$ cat src/rtl/sext_arb_pkg.sv
// Shared types for the sign-extension arbiter: output-register FSM states
// and source identifiers reported on o_src.
package sext_arb_pkg;

    typedef enum logic {
        ST_EMPTY = 1'b0,
        ST_FULL  = 1'b1
    } state_e;

    localparam logic SRC_REQ0 = 1'b0;
    localparam logic SRC_REQ1 = 1'b1;

endpackage

$ cat src/rtl/rr_arb2.sv
// Two-way round-robin arbiter. Owns the last-grant pointer, which moves only
// when i_advance reports an accepted transfer.
// Ports: i_clk, i_rst (sync, active-high), i_valid[1:0], i_advance, o_grant[1:0].
module rr_arb2 (
    input  logic       i_clk,
    input  logic       i_rst,
    input  logic [1:0] i_valid,
    input  logic       i_advance,
    output logic [1:0] o_grant
);

    logic last_q;
    logic last_d;

    // On a tie the port that did not win last time is granted.
    always_comb begin
        o_grant = 2'b00;
        unique case (i_valid)
            2'b01:   o_grant = 2'b01;
            2'b10:   o_grant = 2'b10;
            2'b11:   o_grant = last_q ? 2'b01 : 2'b10;
            default: o_grant = 2'b00;
        endcase
    end

    always_comb begin
        last_d = last_q;
        if (i_advance) begin
            last_d = o_grant[1];
        end
    end

    // Reset value 1 makes requester 0 win the first tie.
    always_ff @(posedge i_clk) begin
        if (i_rst) begin
            last_q <= 1'b1;
        end else begin
            last_q <= last_d;
        end
    end

endmodule

$ cat src/rtl/sign_ext_behavioral.sv
// Combinational two's-complement sign extension from IN_W to OUT_W bits.
// Ports: i_data[IN_W-1:0], o_data[OUT_W-1:0].
module sign_ext_behavioral #(
    parameter int IN_W  = 12,
    parameter int OUT_W = 32
) (
    input  logic [IN_W-1:0]  i_data,
    output logic [OUT_W-1:0] o_data
);

    assign o_data = OUT_W'($signed(i_data));

endmodule

$ cat src/rtl/sext_rr_arbiter.sv
// Round-robin share of one registered sign-extension stage between an N0-bit
// and an N1-bit immediate requester, with valid/ready on every side.
// Ports: i_clk, i_rst, i_req{0,1}_valid/_data, o_req{0,1}_ready,
//        o_valid, i_ready, o_data[M-1:0], o_src.
module sext_rr_arbiter
    import sext_arb_pkg::*;
#(
    parameter int N0 = 12,
    parameter int N1 = 20,
    parameter int M  = 32
) (
    input  logic          i_clk,
    input  logic          i_rst,
    input  logic          i_req0_valid,
    output logic          o_req0_ready,
    input  logic [N0-1:0] i_req0_data,
    input  logic          i_req1_valid,
    output logic          o_req1_ready,
    input  logic [N1-1:0] i_req1_data,
    output logic          o_valid,
    input  logic          i_ready,
    output logic [M-1:0]  o_data,
    output logic          o_src
);

    if (N0 > M || N1 > M) begin : g_width_check
        $error("sext_rr_arbiter: N0 and N1 must not exceed M");
    end

    state_e       state_q;
    state_e       state_d;
    logic [M-1:0] data_q;
    logic [M-1:0] data_d;
    logic         src_q;
    logic         src_d;

    logic [1:0]   grant;
    logic         can_accept;
    logic         accept_ok;
    logic         load;
    logic [M-1:0] ext0;
    logic [M-1:0] ext1;

    rr_arb2 u_arb (
        .i_clk     (i_clk),
        .i_rst     (i_rst),
        .i_valid   ({i_req1_valid, i_req0_valid}),
        .i_advance (load),
        .o_grant   (grant)
    );

    sign_ext_behavioral #(.IN_W(N0), .OUT_W(M)) u_ext0 (
        .i_data (i_req0_data),
        .o_data (ext0)
    );

    sign_ext_behavioral #(.IN_W(N1), .OUT_W(M)) u_ext1 (
        .i_data (i_req1_data),
        .o_data (ext1)
    );

    // Reset wins over any transfer, so no requester sees ready while it is held.
    assign can_accept   = (state_q == ST_EMPTY) | i_ready;
    assign accept_ok    = can_accept & ~i_rst;
    assign o_req0_ready = grant[0] & accept_ok;
    assign o_req1_ready = grant[1] & accept_ok;
    assign load         = o_req0_ready | o_req1_ready;

    always_ff @(posedge i_clk) begin
        if (i_rst) begin
            state_q <= ST_EMPTY;
            data_q  <= '0;
            src_q   <= SRC_REQ0;
        end else begin
            state_q <= state_d;
            data_q  <= data_d;
            src_q   <= src_d;
        end
    end

    always_comb begin
        state_d = state_q;
        unique case (state_q)
            ST_EMPTY: begin
                if (load) begin
                    state_d = ST_FULL;
                end
            end
            ST_FULL: begin
                if (i_ready && !load) begin
                    state_d = ST_EMPTY;
                end
            end
        endcase
    end

    always_comb begin
        data_d = data_q;
        src_d  = src_q;
        if (load) begin
            data_d = grant[1] ? ext1 : ext0;
            src_d  = grant[1] ? SRC_REQ1 : SRC_REQ0;
        end
    end

    always_comb begin
        o_valid = (state_q == ST_FULL);
        o_data  = data_q;
        o_src   = src_q;
    end

endmodule

$ cat config.mk
export PLATFORM = sky130hd
export DESIGN_NAME = sext_rr_arbiter
export DESIGN_NICKNAME = d
export VERILOG_FILES = /design/src/rtl/sext_arb_pkg.sv /design/src/rtl/rr_arb2.sv /design/src/rtl/sign_ext_behavioral.sv /design/src/rtl/sext_rr_arbiter.sv
export SDC_FILE = /design/constraint.sdc
export NUM_CORES = 1
export LEC_CHECK = 0
export BUFFER_PORTS_ARGS = -buffer_cell sky130_fd_sc_hd__clkbuf_2
export CORE_AREA = 3 3 63 65
export CTS_BUF_LIST = sky130_fd_sc_hd__clkbuf_2
export DETAILED_ROUTE_END_ITERATION = 6
export DIE_AREA = 0 0 66 68
export MAX_ROUTING_LAYER = met4
export PLACE_DENSITY = 0.75
export SKIP_CTS_REPAIR_TIMING = 1
export SYNTH_ARGS = -nofsm -noshare
export SYNTH_HDL_FRONTEND = slang
export SYNTH_SLANG_ARGS = --single-unit
$ cat constraint.sdc
create_clock -name i_clk -period 1.27 [get_ports i_clk]
set_input_delay 0.381 -clock i_clk [delete_from_list [all_inputs] [get_ports i_clk]]
set_output_delay 0.381 -clock i_clk [all_outputs]
set_load 0.05 [all_outputs]
==> run_results.csv <==
group,metric,value,unit
outcome,outcome,"complete, but fails checks",
outcome,failed_checks,"setup timing",
finish,finalNetCount,268,
sta,max_freq,0.579,GHz
clock_tree,numCtsBuffers,3,
logic_synthesis,syn_area_per_cell,9.43,sq um
pwr,pwr-share-clk,0.123,
sta,finalCritPeriodShare,1.36,
drt,drt_pre_antenna_iters,4,
global_routing,grt_start_max_net_pins,22,
pwr,p_int,1470,uW
placed_design,gp_congestion,0.713,
logic_synthesis,seq_area_frac_synth,0.321,
clock_tree,cts_sinks,23,
drt,detail_route.wirelength,4780,um
finish,syn2layout_area_growth,79.5,%
run,maxCapViolations,0,
global_routing,grt_pass1_vias,1161,
global_routing,track_usage,0.160,
drt,antenna_left,0,
critical_path,cp.required,890,ps
global_routing,grt_pass1_wl,5440,um
sta,drv_slew,0,
finish,fillers,212,
logic_synthesis,ys_seq_elements,23,
logic_synthesis,synth_top_cell_by_area,"dfxtp_1",
global_routing,gr-total-overflow,0,
floorplan,dieArea,4490,sq um
clock_tree,cts_tree,"done",
drt,num_vias,1450,
placed_design,placed_area,1780,sq um
logic_synthesis,synth_top_area_share,0.321,
drt,drtIter0Drc,62,
logic_synthesis,synth_edf_count,0,
logic_synthesis,synth-main-ff-cell,"dfxtp_1",
floorplan,rows,21,
clock_tree,path_clk_slew,220,ps
floorplan,initial_utilization,0.423,
sta,finalClockSkew,1.80,ps
finish,final_cells,276,
critical_path,endpoint_kind,"output pin",
drt,wl_per_cell,17.3,um
logic_synthesis,synth.cell_area,1430,sq um
sta,setup_viol,23,
logic_synthesis,ys_warn_count,0,
finish,drive_gt1_frac,0.783,
clock_tree,clockRootBuffer,"clkbuf_2",
critical_path,path_class,"reg -> out",
pwr,p_comb_frac,0.528,
sta,relSlewSlack,0.726,
pwr,p_switching,1030,uW
critical_path,start_kind,"register",
finish,multiInputGateArea,945,sq um
logic_synthesis,synth.most_common_cell,"dfxtp_1",
min_path,min_path_type,"in -> reg",
sta,hold_violations,0,
floorplan,chipWidth,66,um
floorplan,dieHeight,68,um
logic_synthesis,async_reset_ff_frac,0,
pwr,finalPower,2500,uW
critical_path,arrival,1340,ps
placed_design,port-buffer-count,72,
logic_synthesis,synth_nets,189,
sta,tightest_slew,411,ps
drt,drc_errors,0,
logic_synthesis,synth_area_leaders,"dfxtp_1 (32%), nor4_2 (13%), buf_4 (9.4%), a21oi_2 (6.1%), nand2b_1 (5.2%)",
placed_design,dp_hpwl,2620,um
pwr,netSwitchingFraction,0.412,
finish,stdcell_area,2570,sq um
sta,finalSetupTns,-3160,ps
pwr,seqPwrFrac,0.349,
clock_tree,clock_latency,320,ps
floorplan,io_pins,73,
logic_synthesis,synth.distinct_cells,23,
clock_tree,clock_path_buffers,2,
pwr,powerDensity,970,nW/um^2
critical_path,cp_max_fo,3,
finish,diodes,0,
finish,seq_area,497,sq um
placed_design,placed_cells_incl_taps,255,
global_routing,grt_antenna_before_repair,0,
pwr,p_leak,0.00104,uW
drt,avgViaCountPerCell,5.25,
sta,timing.final.ws_setup,-456,ps
clock_tree,cts.htree.levels,1,
sta,post-route-min-period,1730,ps
logic_synthesis,synthTopCellsByCount,"dfxtp_1 (23), buf_4 (18), nor4_2 (15)",
floorplan,core_area,3390,sq um
placed_design,pre_cts_ws,-273,ps
pwr,peakVddDrop,590,uV
sta,grt_setup_unrepaired,"yes",
logic_synthesis,netlist_instances,152,
-- placed cells by master (no fill, tap or decap) --
| master | count |
|---|---|
| clkbuf_2 | 40 |
| buf_8 | 30 |
| dfxtp_2 | 20 |
| buf_4 | 20 |
| nor4_2 | 13 |
| buf_6 | 12 |
| nor3_1 | 11 |
| nand2b_1 | 11 |
| a21oi_1 | 11 |
| nor4_4 | 10 |
| a21oi_2 | 10 |
| o22ai_1 | 6 |
| a211oi_2 | 5 |
| a211oi_1 | 4 |
| o22ai_2 | 3 |
| clkbuf_16 | 3 |
| dfxtp_4 | 3 |
| buf_12 | 3 |
| nor2b_4 | 2 |
| nor2_1 | 2 |
| o21ai_1 | 2 |
| or2b_1 | 2 |
| inv_2 | 1 |
| a21bo_4 | 1 |
| nor3_4 | 1 |
| nand2b_4 | 1 |
| or2_4 | 1 |
| nand2_1 | 1 |
| a21oi_4 | 1 |
-- per-layer routing --
| layer | share of wire | vias to the layer above | global-route usage |
|---|---|---|---|
| met5 | 0 | - | - |
| met4 | 0.0023 | 0 | 0.0381 |
| met3 | 0.045 | 2 | 0.0246 |
| met2 | 0.53 | 36 | 0.255 |
| met1 | 0.42 | 707 | 0.214 |
| li1 | - | 705 | - |
-- cell families after synthesis --
group           after synthesis  share of synthesized area
simple gates                 55                      0.298
buf+inv                      31                      0.162
compound gates               43                      0.218
flops                        23                      0.321
-- layout make-up --
cell class	count	share of cell area
well taps	46	0.0224
repair buffers	104	0.408
clock buffers	4	0.00778
flip-flops and latches	23	0.193
inverters	1	0.00146
multi-input cells	98	0.367
-- state kept, by name (all words and copies together) (netlist names) --
register / cells
u_arb.last_q: 1
o_src: 1
o_data: 20
o_valid: 1
-- stage by stage --
| step | hold slack (ps) | utilization |
|---|---|---|
| floorplan | 499 | - |
| global placement | 482 | 0.526 |
| detailed placement | 488 | 0.526 |
| CTS | 367 | 0.532 |
| global route | 325 | 0.759 |
| finish | 365 | 0.759 |
-- power groups by stage --
stage	sequential (uW)	clock (uW)	combinational [uW]
2_1_floorplan	1090	0	506
3_3_place_gp	859	0	886
3_5_place_dp	861	0	890
4_1_cts	847	314	892
5_1_grt	878	346	1370
6_report	871	308	1320
-- path summary, 6_finish.rpt --
path                                   start            to  slack [ps]  cells past startpoint
worst max-delay path                 o_valid  o_req0_ready        -460                      3
worst min-delay path                 i_ready       o_valid         370                      4
worst max register to register       o_valid     o_data[0]         -60                      6
worst min register to register  u_arb.last_q  u_arb.last_q         530                      2
-- worst max-delay path: stages (launching register included) --
cell and delay (ps):
dfxtp_4 390, nor2b_4 130, nor4_4 300, buf_6 200
Note: power is estimated with default switching activity, not from simulation.
